`config.mk`:
```
export PLATFORM = sky130hd
export DESIGN_NAME = spibone_spi_rx
export DESIGN_NICKNAME = d
export VERILOG_FILES = /design/src/rtl/spibone_pkg.sv /design/src/rtl/spibone_sync_edge.sv /design/src/rtl/spibone_spi_rx.sv
export SDC_FILE = /design/constraint.sdc
export NUM_CORES = 1
export LEC_CHECK = 0
export ABC_AREA = 1
export ABC_CLOCK_PERIOD_IN_PS = 2300
export CAP_MARGIN = 20
export CORE_MARGIN = 2
export CORE_UTILIZATION = 53
export DETAILED_ROUTE_END_ITERATION = 10
export HOLD_SLACK_MARGIN = 0.15
export PLACE_DENSITY = 0.8
export SLEW_MARGIN = 20
export SYNTH_ARGS = -nofsm -noshare
export SYNTH_HDL_FRONTEND = slang
export SYNTH_HIERARCHICAL = 1
export SYNTH_SLANG_ARGS = --single-unit
```
`constraint.sdc`:
```
create_clock -name clk48 -period 2.3 [get_ports clk48]
set_clock_uncertainty 0.2 [all_clocks]
set_input_delay 0.345 -clock clk48 [delete_from_list [all_inputs] [get_ports clk48]]
set_output_delay 0.345 -clock clk48 [all_outputs]
set_load 0.005 [all_outputs]
```
`src/rtl/spibone_pkg.sv`:
```
// Shared definitions for the SPI-to-bus bridge receiver: FSM states,
// response status codes and frame byte counts.
package spibone_pkg;

    typedef enum logic [2:0] {
        IDLE,
        CMD,
        ADDR,
        DATA,
        ISSUE,
        WAIT_RSP,
        RESP,
        DROP
    } state_t;

    localparam logic [7:0] STATUS_OK  = 8'h01;
    localparam logic [7:0] STATUS_ERR = 8'h02;

    localparam logic [2:0] ADDR_BYTES    = 3'd4;
    localparam logic [2:0] DATA_BYTES    = 3'd4;
    localparam logic [2:0] RESP_WR_BYTES = 3'd1;
    localparam logic [2:0] RESP_RD_BYTES = 3'd5;

endpackage

```
`src/rtl/spibone_sync_edge.sv`:
```
// Multi-stage synchroniser for asynchronous pins with rise/fall detection
// taken on the synchronised value.
module spibone_sync_edge #(
    parameter int               WIDTH     = 3,
    parameter int               STAGES    = 2,
    parameter logic [WIDTH-1:0] RESET_VAL = '0
) (
    input  logic             clk,
    input  logic             rst_n,
    input  logic [WIDTH-1:0] din,
    output logic [WIDTH-1:0] q,
    output logic [WIDTH-1:0] rise,
    output logic [WIDTH-1:0] fall
);

    logic [WIDTH-1:0] stage [STAGES];
    logic [WIDTH-1:0] prev;

    // Shift the raw pins through the chain and keep the previous output for edge detection.
    always_ff @(posedge clk or negedge rst_n) begin
        if (!rst_n) begin
            for (int i = 0; i < STAGES; i++) begin
                stage[i] <= RESET_VAL;
            end
            prev <= RESET_VAL;
        end else begin
            stage[0] <= din;
            for (int i = 1; i < STAGES; i++) begin
                stage[i] <= stage[i-1];
            end
            prev <= stage[STAGES-1];
        end
    end

    assign q    = stage[STAGES-1];
    assign rise = q & ~prev;
    assign fall = ~q & prev;

endmodule

```
`src/rtl/spibone_spi_rx.sv`:
```
// SPI mode-0 slave that decodes read/write frames into a single bus request
// and shifts the status (plus read data) back on MISO.
// Optional feature: define SPIBONE_CHECKSUM_EN to require a trailing XOR byte.
module spibone_spi_rx
    import spibone_pkg::*;
#(
    parameter int         SYNC_STAGES = 2,
    parameter logic [7:0] CMD_READ    = 8'h01,
    parameter logic [7:0] CMD_WRITE   = 8'h02
) (
    input  logic        clk48,
    input  logic        reset_n,
    input  logic        spi_clk,
    input  logic        spi_mosi,
    input  logic        spi_cs_n,
    output logic        spi_miso,
    output logic        req_valid,
    input  logic        req_ready,
    output logic        req_we,
    output logic [29:0] req_adr,
    output logic [31:0] req_dat,
    input  logic        rsp_valid,
    input  logic        rsp_err,
    input  logic [31:0] rsp_dat,
    output logic        frame_err
);

    logic [2:0] sync_q;
    logic [2:0] sync_rise;
    logic [2:0] sync_fall;

    // bit 0 = spi_clk, bit 1 = spi_mosi, bit 2 = spi_cs_n (idles high)
    spibone_sync_edge #(
        .WIDTH     (3),
        .STAGES    (SYNC_STAGES),
        .RESET_VAL (3'b100)
    ) u_sync (
        .clk   (clk48),
        .rst_n (reset_n),
        .din   ({spi_cs_n, spi_mosi, spi_clk}),
        .q     (sync_q),
        .rise  (sync_rise),
        .fall  (sync_fall)
    );

    logic mosi_s;
    logic cs_s;
    logic sclk_rise;
    logic sclk_fall;
    logic cs_rise;
    logic cs_fall;
    logic unused_sync;

    assign mosi_s      = sync_q[1];
    assign cs_s        = sync_q[2];
    assign sclk_rise   = sync_rise[0];
    assign sclk_fall   = sync_fall[0];
    assign cs_rise     = sync_rise[2];
    assign cs_fall     = sync_fall[2];
    assign unused_sync = ^{sync_q[0], sync_rise[1], sync_fall[1]};

    state_t      state;
    logic [6:0]  rx_sh;
    logic [2:0]  bit_cnt;
    logic [2:0]  byte_cnt;
    logic [31:0] addr_sh;
    logic [31:0] data_sh;
    logic [39:0] tx_sh;
    logic        rsp_got;
    logic        discard;
    logic [7:0]  rx_byte;
    logic        byte_done;
`ifdef SPIBONE_CHECKSUM_EN
    logic [7:0]  csum;
`endif

    assign rx_byte   = {rx_sh, mosi_s};
    assign byte_done = sclk_rise && (bit_cnt == 3'd7);
    assign req_adr   = addr_sh[31:2];
    assign req_dat   = data_sh;

    // Bit framing: sample MOSI on each rising edge, restart the byte at every cs_n fall.
    always_ff @(posedge clk48 or negedge reset_n) begin
        if (!reset_n) begin
            bit_cnt <= '0;
            rx_sh   <= '0;
        end else if (cs_fall) begin
            bit_cnt <= '0;
            rx_sh   <= '0;
        end else if (sclk_rise && state != IDLE && state != DROP) begin
            rx_sh   <= {rx_sh[5:0], mosi_s};
            bit_cnt <= bit_cnt + 3'd1;
        end
    end

    // Frame FSM: decode command/address/data, run the bus handshake and shift the response.
    always_ff @(posedge clk48 or negedge reset_n) begin
        if (!reset_n) begin
            state     <= IDLE;
            byte_cnt  <= '0;
            addr_sh   <= '0;
            data_sh   <= '0;
            tx_sh     <= '0;
            rsp_got   <= 1'b0;
            discard   <= 1'b0;
            req_valid <= 1'b0;
            req_we    <= 1'b0;
            spi_miso  <= 1'b0;
            frame_err <= 1'b0;
`ifdef SPIBONE_CHECKSUM_EN
            csum      <= '0;
`endif
        end else begin
            frame_err <= 1'b0;
            if (state != RESP) begin
                spi_miso <= 1'b0;
            end
            case (state)
                IDLE: begin
                    if (cs_fall) begin
                        state    <= CMD;
                        byte_cnt <= '0;
                    end
                end
                CMD: begin
                    if (cs_rise) begin
                        state     <= IDLE;
                        frame_err <= 1'b1;
                    end else if (byte_done) begin
                        if (rx_byte == CMD_READ || rx_byte == CMD_WRITE) begin
                            req_we   <= (rx_byte == CMD_WRITE);
                            state    <= ADDR;
                            byte_cnt <= '0;
`ifdef SPIBONE_CHECKSUM_EN
                            csum     <= rx_byte;
`endif
                        end else begin
                            state     <= DROP;
                            frame_err <= 1'b1;
                        end
                    end
                end
                ADDR: begin
                    if (cs_rise) begin
                        state     <= IDLE;
                        frame_err <= 1'b1;
                    end else if (byte_done) begin
                        byte_cnt <= byte_cnt + 3'd1;
`ifdef SPIBONE_CHECKSUM_EN
                        if (byte_cnt == ADDR_BYTES) begin
                            if (rx_byte == csum) begin
                                state     <= ISSUE;
                                req_valid <= 1'b1;
                                rsp_got   <= 1'b0;
                                discard   <= 1'b0;
                            end else begin
                                state     <= DROP;
                                frame_err <= 1'b1;
                            end
                        end else begin
                            addr_sh <= {addr_sh[23:0], rx_byte};
                            csum    <= csum ^ rx_byte;
                            if (byte_cnt == ADDR_BYTES - 3'd1 && req_we) begin
                                state    <= DATA;
                                byte_cnt <= '0;
                            end
                        end
`else
                        addr_sh <= {addr_sh[23:0], rx_byte};
                        if (byte_cnt == ADDR_BYTES - 3'd1) begin
                            byte_cnt <= '0;
                            if (req_we) begin
                                state <= DATA;
                            end else begin
                                state     <= ISSUE;
                                req_valid <= 1'b1;
                                rsp_got   <= 1'b0;
                                discard   <= 1'b0;
                            end
                        end
`endif
                    end
                end
                DATA: begin
                    if (cs_rise) begin
                        state     <= IDLE;
                        frame_err <= 1'b1;
                    end else if (byte_done) begin
                        byte_cnt <= byte_cnt + 3'd1;
`ifdef SPIBONE_CHECKSUM_EN
                        if (byte_cnt == DATA_BYTES) begin
                            if (rx_byte == csum) begin
                                state     <= ISSUE;
                                req_valid <= 1'b1;
                                rsp_got   <= 1'b0;
                                discard   <= 1'b0;
                            end else begin
                                state     <= DROP;
                                frame_err <= 1'b1;
                            end
                        end else begin
                            data_sh <= {data_sh[23:0], rx_byte};
                            csum    <= csum ^ rx_byte;
                        end
`else
                        data_sh <= {data_sh[23:0], rx_byte};
                        if (byte_cnt == DATA_BYTES - 3'd1) begin
                            byte_cnt  <= '0;
                            state     <= ISSUE;
                            req_valid <= 1'b1;
                            rsp_got   <= 1'b0;
                            discard   <= 1'b0;
                        end
`endif
                    end
                end
                ISSUE: begin
                    if (cs_rise) begin
                        discard <= 1'b1;
                    end
                    if (req_ready) begin
                        req_valid <= 1'b0;
                        state     <= WAIT_RSP;
                    end
                end
                WAIT_RSP: begin
                    if (cs_rise) begin
                        discard <= 1'b1;
                    end
                    if (rsp_valid && !rsp_got) begin
                        rsp_got <= 1'b1;
                        tx_sh   <= {(rsp_err ? STATUS_ERR : STATUS_OK), rsp_dat};
                    end
                    if (discard && rsp_got) begin
                        state <= cs_s ? IDLE : DROP;
                    end else if (byte_done && rsp_got && !cs_rise) begin
                        state    <= RESP;
                        byte_cnt <= '0;
                    end
                end
                RESP: begin
                    if (cs_rise) begin
                        state <= IDLE;
                    end else begin
                        if (sclk_fall) begin
                            spi_miso <= tx_sh[39];
                            tx_sh    <= {tx_sh[38:0], 1'b0};
                        end
                        if (byte_done) begin
                            byte_cnt <= byte_cnt + 3'd1;
                            if (byte_cnt == (req_we ? RESP_WR_BYTES : RESP_RD_BYTES) - 3'd1) begin
                                state <= DROP;
                            end
                        end
                    end
                end
                DROP: begin
                    if (cs_rise) begin
                        state <= IDLE;
                    end
                end
                default: begin
                    state <= IDLE;
                end
            endcase
        end
    end

endmodule

```
== Word-level counts from Yosys, hierarchy flattened ==
Cells that the tools add are included.

* Flip-flop bits (word level): 135
* Bits in latches: 0
* Input port bits: 40
* Memory bits (read-only): 0
* Memories kept: 0
* Logic and storage cells: 168
* RAM bits: 0

* $mul: 0
* $lt $le $gt $ge: 0
* Reduce and logical (&&, ||, !) cells: 29
* Shift-type cells: 0
* $add $sub $neg: 3
* Equality and inequality tests: 44
* Mux-type cells: 71
* Divide/modulo/power cells: 0
* Bitwise operators: 5

{| class="wikitable"
|+ Operators with widths
! cell !! number
|-
| $mux W40 || 3
|-
| $mux W3 || 33
|-
| $pmux W40 S2 || 1
|-
| $ne A2 B2 Y1 const B || 20
|-
| $ne A3 B3 Y1 const B || 10
|-
| $reduce_and A9 Y1 || 3
|-
| $mux W1 || 25
|-
| $pmux W3 S8 || 1
|-
| $reduce_and A11 Y1 || 2
|-
| $eq A3 B3 Y1 const B || 5
|-
| $pmux W3 S5 || 1
|-
| $mux W7 || 2
|-
| $reduce_bool A3 Y1 || 4
|-
| $eq A3 B2 Y1 const B || 3
|-
| $pmux W1 S3 || 3
|-
| $eq A8 B1 Y1 const B || 1
|-
| $eq A8 B2 Y1 const B || 1
|-
| $reduce_and A4 Y1 || 2
|-
| $logic_and A1 B1 Y1 || 7
|-
| $add A3 B1 Y3 const B || 2
|-
| $and A3 B3 Y3 || 2
|-
| $not A3 Y3 || 2
|-
| $reduce_and A3 Y1 || 2
|-
| $reduce_bool A5 Y1 || 1
|-
| other kinds (12) || 16
|}

== Depth between registers and ports, before layout ==
* Word-level depth: 8
* Mapped depth: 10

== By module ==
Netlist, hierarchy kept.

{| class="wikitable"
|+ By module, submodules not included
! module !! area each (µm²) !! cells each !! seq. area each (µm²) !! instances
|-
| spibone_spi_rx || 6012.0 || 633 || 3153.0 || 1
|-
| spibone_sync_edge || 296.5 || 24 || 229.0 || 1
|}

== Worst setup path before layout ==
Ideal clock, no wire load.

* Path type: register -> register
* Start: register u_sync.stage (netlist bit u_sync/q[2])
* End: register addr_sh[11]
* Data required time: 1.975 ns
* Path slack: 0.502 ns
* Stages on the path, launching flop included: 8
* Buffers on the path: 2
* Period minus slack after synthesis: 1.798 ns
* Arrival: 1.473 ns
* Cell sequence: dfstp_2 inv_1 nor2_1 buf_2 nor2_2 nand2_2 buf_6 mux2_2

* Longest elaborated chain between the ends: 3

{| class="wikitable"
|+ Ends and longest elaborated chain
! item !! line !! source
|-
| start: declaration || spibone_sync_edge.sv:16 || <nowiki>logic [WIDTH-1:0] stage [STAGES];</nowiki>
|-
| start signal: indexed assignment || spibone_sync_edge.sv:29 || <nowiki>stage[i] <= stage[i-1];</nowiki>
|-
| $and A3 B3 Y3 || spibone_sync_edge.sv:36 || <nowiki>assign rise = q & ~prev;</nowiki>
|-
| named net sync_rise[2] || spibone_spi_rx.sv:29 || <nowiki>logic [2:0] sync_rise;</nowiki>
|-
| $not A1 Y1 (no source line) || - ||
|-
| $reduce_and A3 Y1 (no source line) || - ||
|-
| end signal: assignment || spibone_spi_rx.sv:169 || <nowiki>addr_sh <= {addr_sh[23:0], rx_byte};</nowiki>
|-
| end: declaration || spibone_spi_rx.sv:66 || <nowiki>logic [31:0] addr_sh;</nowiki>
|}

The timed path passes the listed nets, and every way through them passes these cells.
A chain may end at the register's enable or synchronous reset.

== Worst setup path in the final report ==
* Start: register bit_cnt[0]
* End: register byte_cnt[1]

* Longest elaborated chain between the ends: 6
* Elaborated cells on any way between the ends: 9
* Classes of those cells: eq/ne: 5; reduce/logical: 4

{| class="wikitable"
|+ Ends and longest elaborated chain
! item !! line !! source
|-
| start: declaration || spibone_spi_rx.sv:64 || <nowiki>logic [2:0] bit_cnt;</nowiki>
|-
| start signal: assignment || spibone_spi_rx.sv:92 || <nowiki>bit_cnt <= bit_cnt + 3'd1;</nowiki>
|-
| $eq A3 B3 Y1 (*) || spibone_spi_rx.sv:78 || <nowiki>assign byte_done = sclk_rise && (bit_cnt == 3'd7);</nowiki>
|-
| $logic_and A1 B1 Y1 (*) || spibone_spi_rx.sv:78 ||
|-
| $logic_and A1 B1 Y1 (2 in a row) || spibone_spi_rx.sv:236 || <nowiki>end else if (byte_done && rsp_got && !cs_rise) begin</nowiki>
|-
| $ne A2 B2 Y1 (no source line) || - ||
|-
| $reduce_and A11 Y1 (no source line) (*) || - ||
|-
| end signal: assignment || spibone_spi_rx.sv:148 || <nowiki>byte_cnt <= byte_cnt + 3'd1;</nowiki>
|-
| end signal: assignment || spibone_spi_rx.sv:189 || <nowiki>byte_cnt <= byte_cnt + 3'd1;</nowiki>
|-
| end signal: assignment || spibone_spi_rx.sv:250 || <nowiki>byte_cnt <= byte_cnt + 3'd1;</nowiki>
|-
| end: declaration || spibone_spi_rx.sv:65 || <nowiki>logic [2:0] byte_cnt;</nowiki>
|}

Every way passes the cells marked *; elsewhere a longest branch is shown, timed or not.

==> out/metrics.yaml <==
core_area_um2: 11500
dieHeight_um: 113
cts-root-buf: "clkbuf_16"
io_pins: 106
clk_latency_ns: 0.42
finalPower_uw: 7270
finalSetupViolations: 0
required_ns: 2.38
grt_pass1_vias: 4310
area_growth_pct: 25.1
ant_nets: 0
numCtsBuffers: 17
nNetsFinal: 774
critical_path_class: "reg -> reg"
max_stage_delay_ns: 0.37
arrival_ns: 2.13
die-width_um: 113
gr-usage-all-layers: 0.204
cp_top_family: "simple AND/OR/NAND/NOR gates"
p_per_area_nw_per_um2: 928
fin_crit_sh: 0.889
num_vias: 4559
clkSinkCount: 134
place_inst: 849
synth.cell_area_um2: 6260
timing.slew.headroom: 0.610
crit_fanout: 6
tightest_slew_ns: 0.585
layoutNonFillerInstCount: 884
period_minus_slack_ns: 2.04
synthesis.nets: 697
antenna_found_initial: 0
cts_tree: "built"
h-tree-depth: 4
rsz0062_at_grt: "no"
final_layout_size_suffix_gt1_frac: 0.144
worst_path_most_repeated_cell: "nand2_1"
firstDrtPassIters: 5
via_per_inst: 5.16
finalHoldViolations: 0
portBuffers: 105
wl_per_cell_um: 14.0
grt_pass1_wl_mm: 20.5
fillers: 849
setup-tns-final_ns: 0
path_cells: "ha_1, ha_1, nand2_1, nor2_2, nand2_1, o21ai_0, nand3_1, nand2_1, o21ai_0"
initial_core_util: 0.546
rows: 39
status: "finished clean"
clockBufferDepth: 2
post_cts_buffers: 0
drv_slew: 0
clk_pin_slew_ns: 0.06
cp-end-kind: "register"
cpMaxStageDelayCell: "dfrtp_1"
vdd.ir_drop.worst_mv: 0.679
diodes: 0
synth-warning-count: 6
gp_congestion: 0.928
die_area_um2: 12700
drt_iter0_drc: 438
overflow: 0
drc: 0
fmax_mhz: 489
p_leak_uw: 0.00376
syn-instance-count: 651
cp_num_buf_inv: 0
wirelength_mm: 12.4
cp-start-kind: "register"
hold_class: "reg -> reg"
drv_cap: 0
avgSynthCellArea_um2: 9.62
dpl.hpwl_mm: 8.63
grt_max_degree: 63
area by class of cell:
cell class	count	area, um2	share of cell area
flip-flops and latches	134	3360	0.429
multi-input cells	375	2150	0.274
repair buffers	118	1230	0.157
clock buffers	21	480	0.0614
inverters	82	310	0.0396
well taps	143	179	0.0228
clock inverters	11	123	0.0157
state kept, by name, indices dropped and copies added, names as in the netlist:
signal and cells:
u_sync/prev 2, bit_cnt 3, req_valid 1, addr_sh 32, discard 1, rx_sh 7
u_sync/stage 3, byte_cnt 3, u_sync/q 3, rsp_got 1, req_we 1, spi_miso 1
state 3, frame_err 1, req_dat 32, tx_sh 40
final timing paths:
path,startpoint,to,slack [ns],cells past startpoint
max,bit_cnt[0]$_DFFE_PN0P_,byte_cnt[1]$_DFFE_PN0P_,0.26,9
min,u_sync/stage[4]$_DFF_PN0_,u_sync/q[1]$_DFF_PN0_,0.15,0
max reg2reg,bit_cnt[0]$_DFFE_PN0P_,byte_cnt[1]$_DFFE_PN0P_,0.26,9
min reg2reg,u_sync/stage[4]$_DFF_PN0_,u_sync/q[1]$_DFF_PN0_,0.15,0
max in group asynchronous,reset_n,u_sync/stage[5]$_DFF_PN1_,0.95,3
min in group asynchronous,reset_n,addr_sh[18]$_DFFE_PN0P_,0.28,2
where the power goes:
part	internal, uW	total (uW)	switching, uW
Sequential	2800	3050	246
Clock	1710	2700	991
Combinational	576	1520	948
Total	5090	7270	2180
layout by cell type (no fill, tap or decap), types with 2 or more instances in the layout:
master / n
clkinvlp_4: 4
inv_1: 75
clkdlybuf4s50_1: 104
dfstp_2: 3
nor2_1: 32
buf_4: 4
mux2_2: 12
nand3_2: 2
dfrtp_1: 131
o22ai_1: 9
buf_12: 6
a21oi_1: 6
clkinv_2: 3
ha_1: 6
a22o_1: 2
a21oi_2: 8
o21ai_2: 2
o21ai_0: 63
clkbuf_8: 4
mux2_4: 20
clkbuf_16: 17
nand2_2: 2
nand4_1: 6
inv_2: 6
bufinv_16: 2
nand2_1: 132
nand2_4: 2
dlygate4sd3_1: 3
nand3_1: 18
nor2_4: 2
o21ai_1: 37
nor2_2: 2
routing by layer:
| metal | routed length (um) | track usage |
|---|---|---|
| met5 | 0 | 0 |
| met4 | 235 | 0.0797 |
| met3 | 695 | 0.0643 |
| met2 | 6030 | 0.324 |
| met1 | 5460 | 0.264 |
repair_timing:
item | in CTS | in global routing
hold buffers | 3 | 0
gates resized for setup | 0 | 0
hold endpoints to repair | 62 | 0
stage by stage:
step | hold slack [ns] | setup WS, ns | utilization | area [um2]
after floorplan | -0.151 | 0.502 | - | 6260
after global placement | 0.133 | 0.344 | 0.628 | 7200
after detailed placement | 0.136 | 0.294 | 0.628 | 7200
after CTS | 0.153 | 0.247 | 0.683 | 7830
after global routing | 0.162 | 0.116 | 0.683 | 7830
final | 0.148 | 0.256 | 0.683 | 7830
Note: power is estimated with default switching activity, not from simulation.
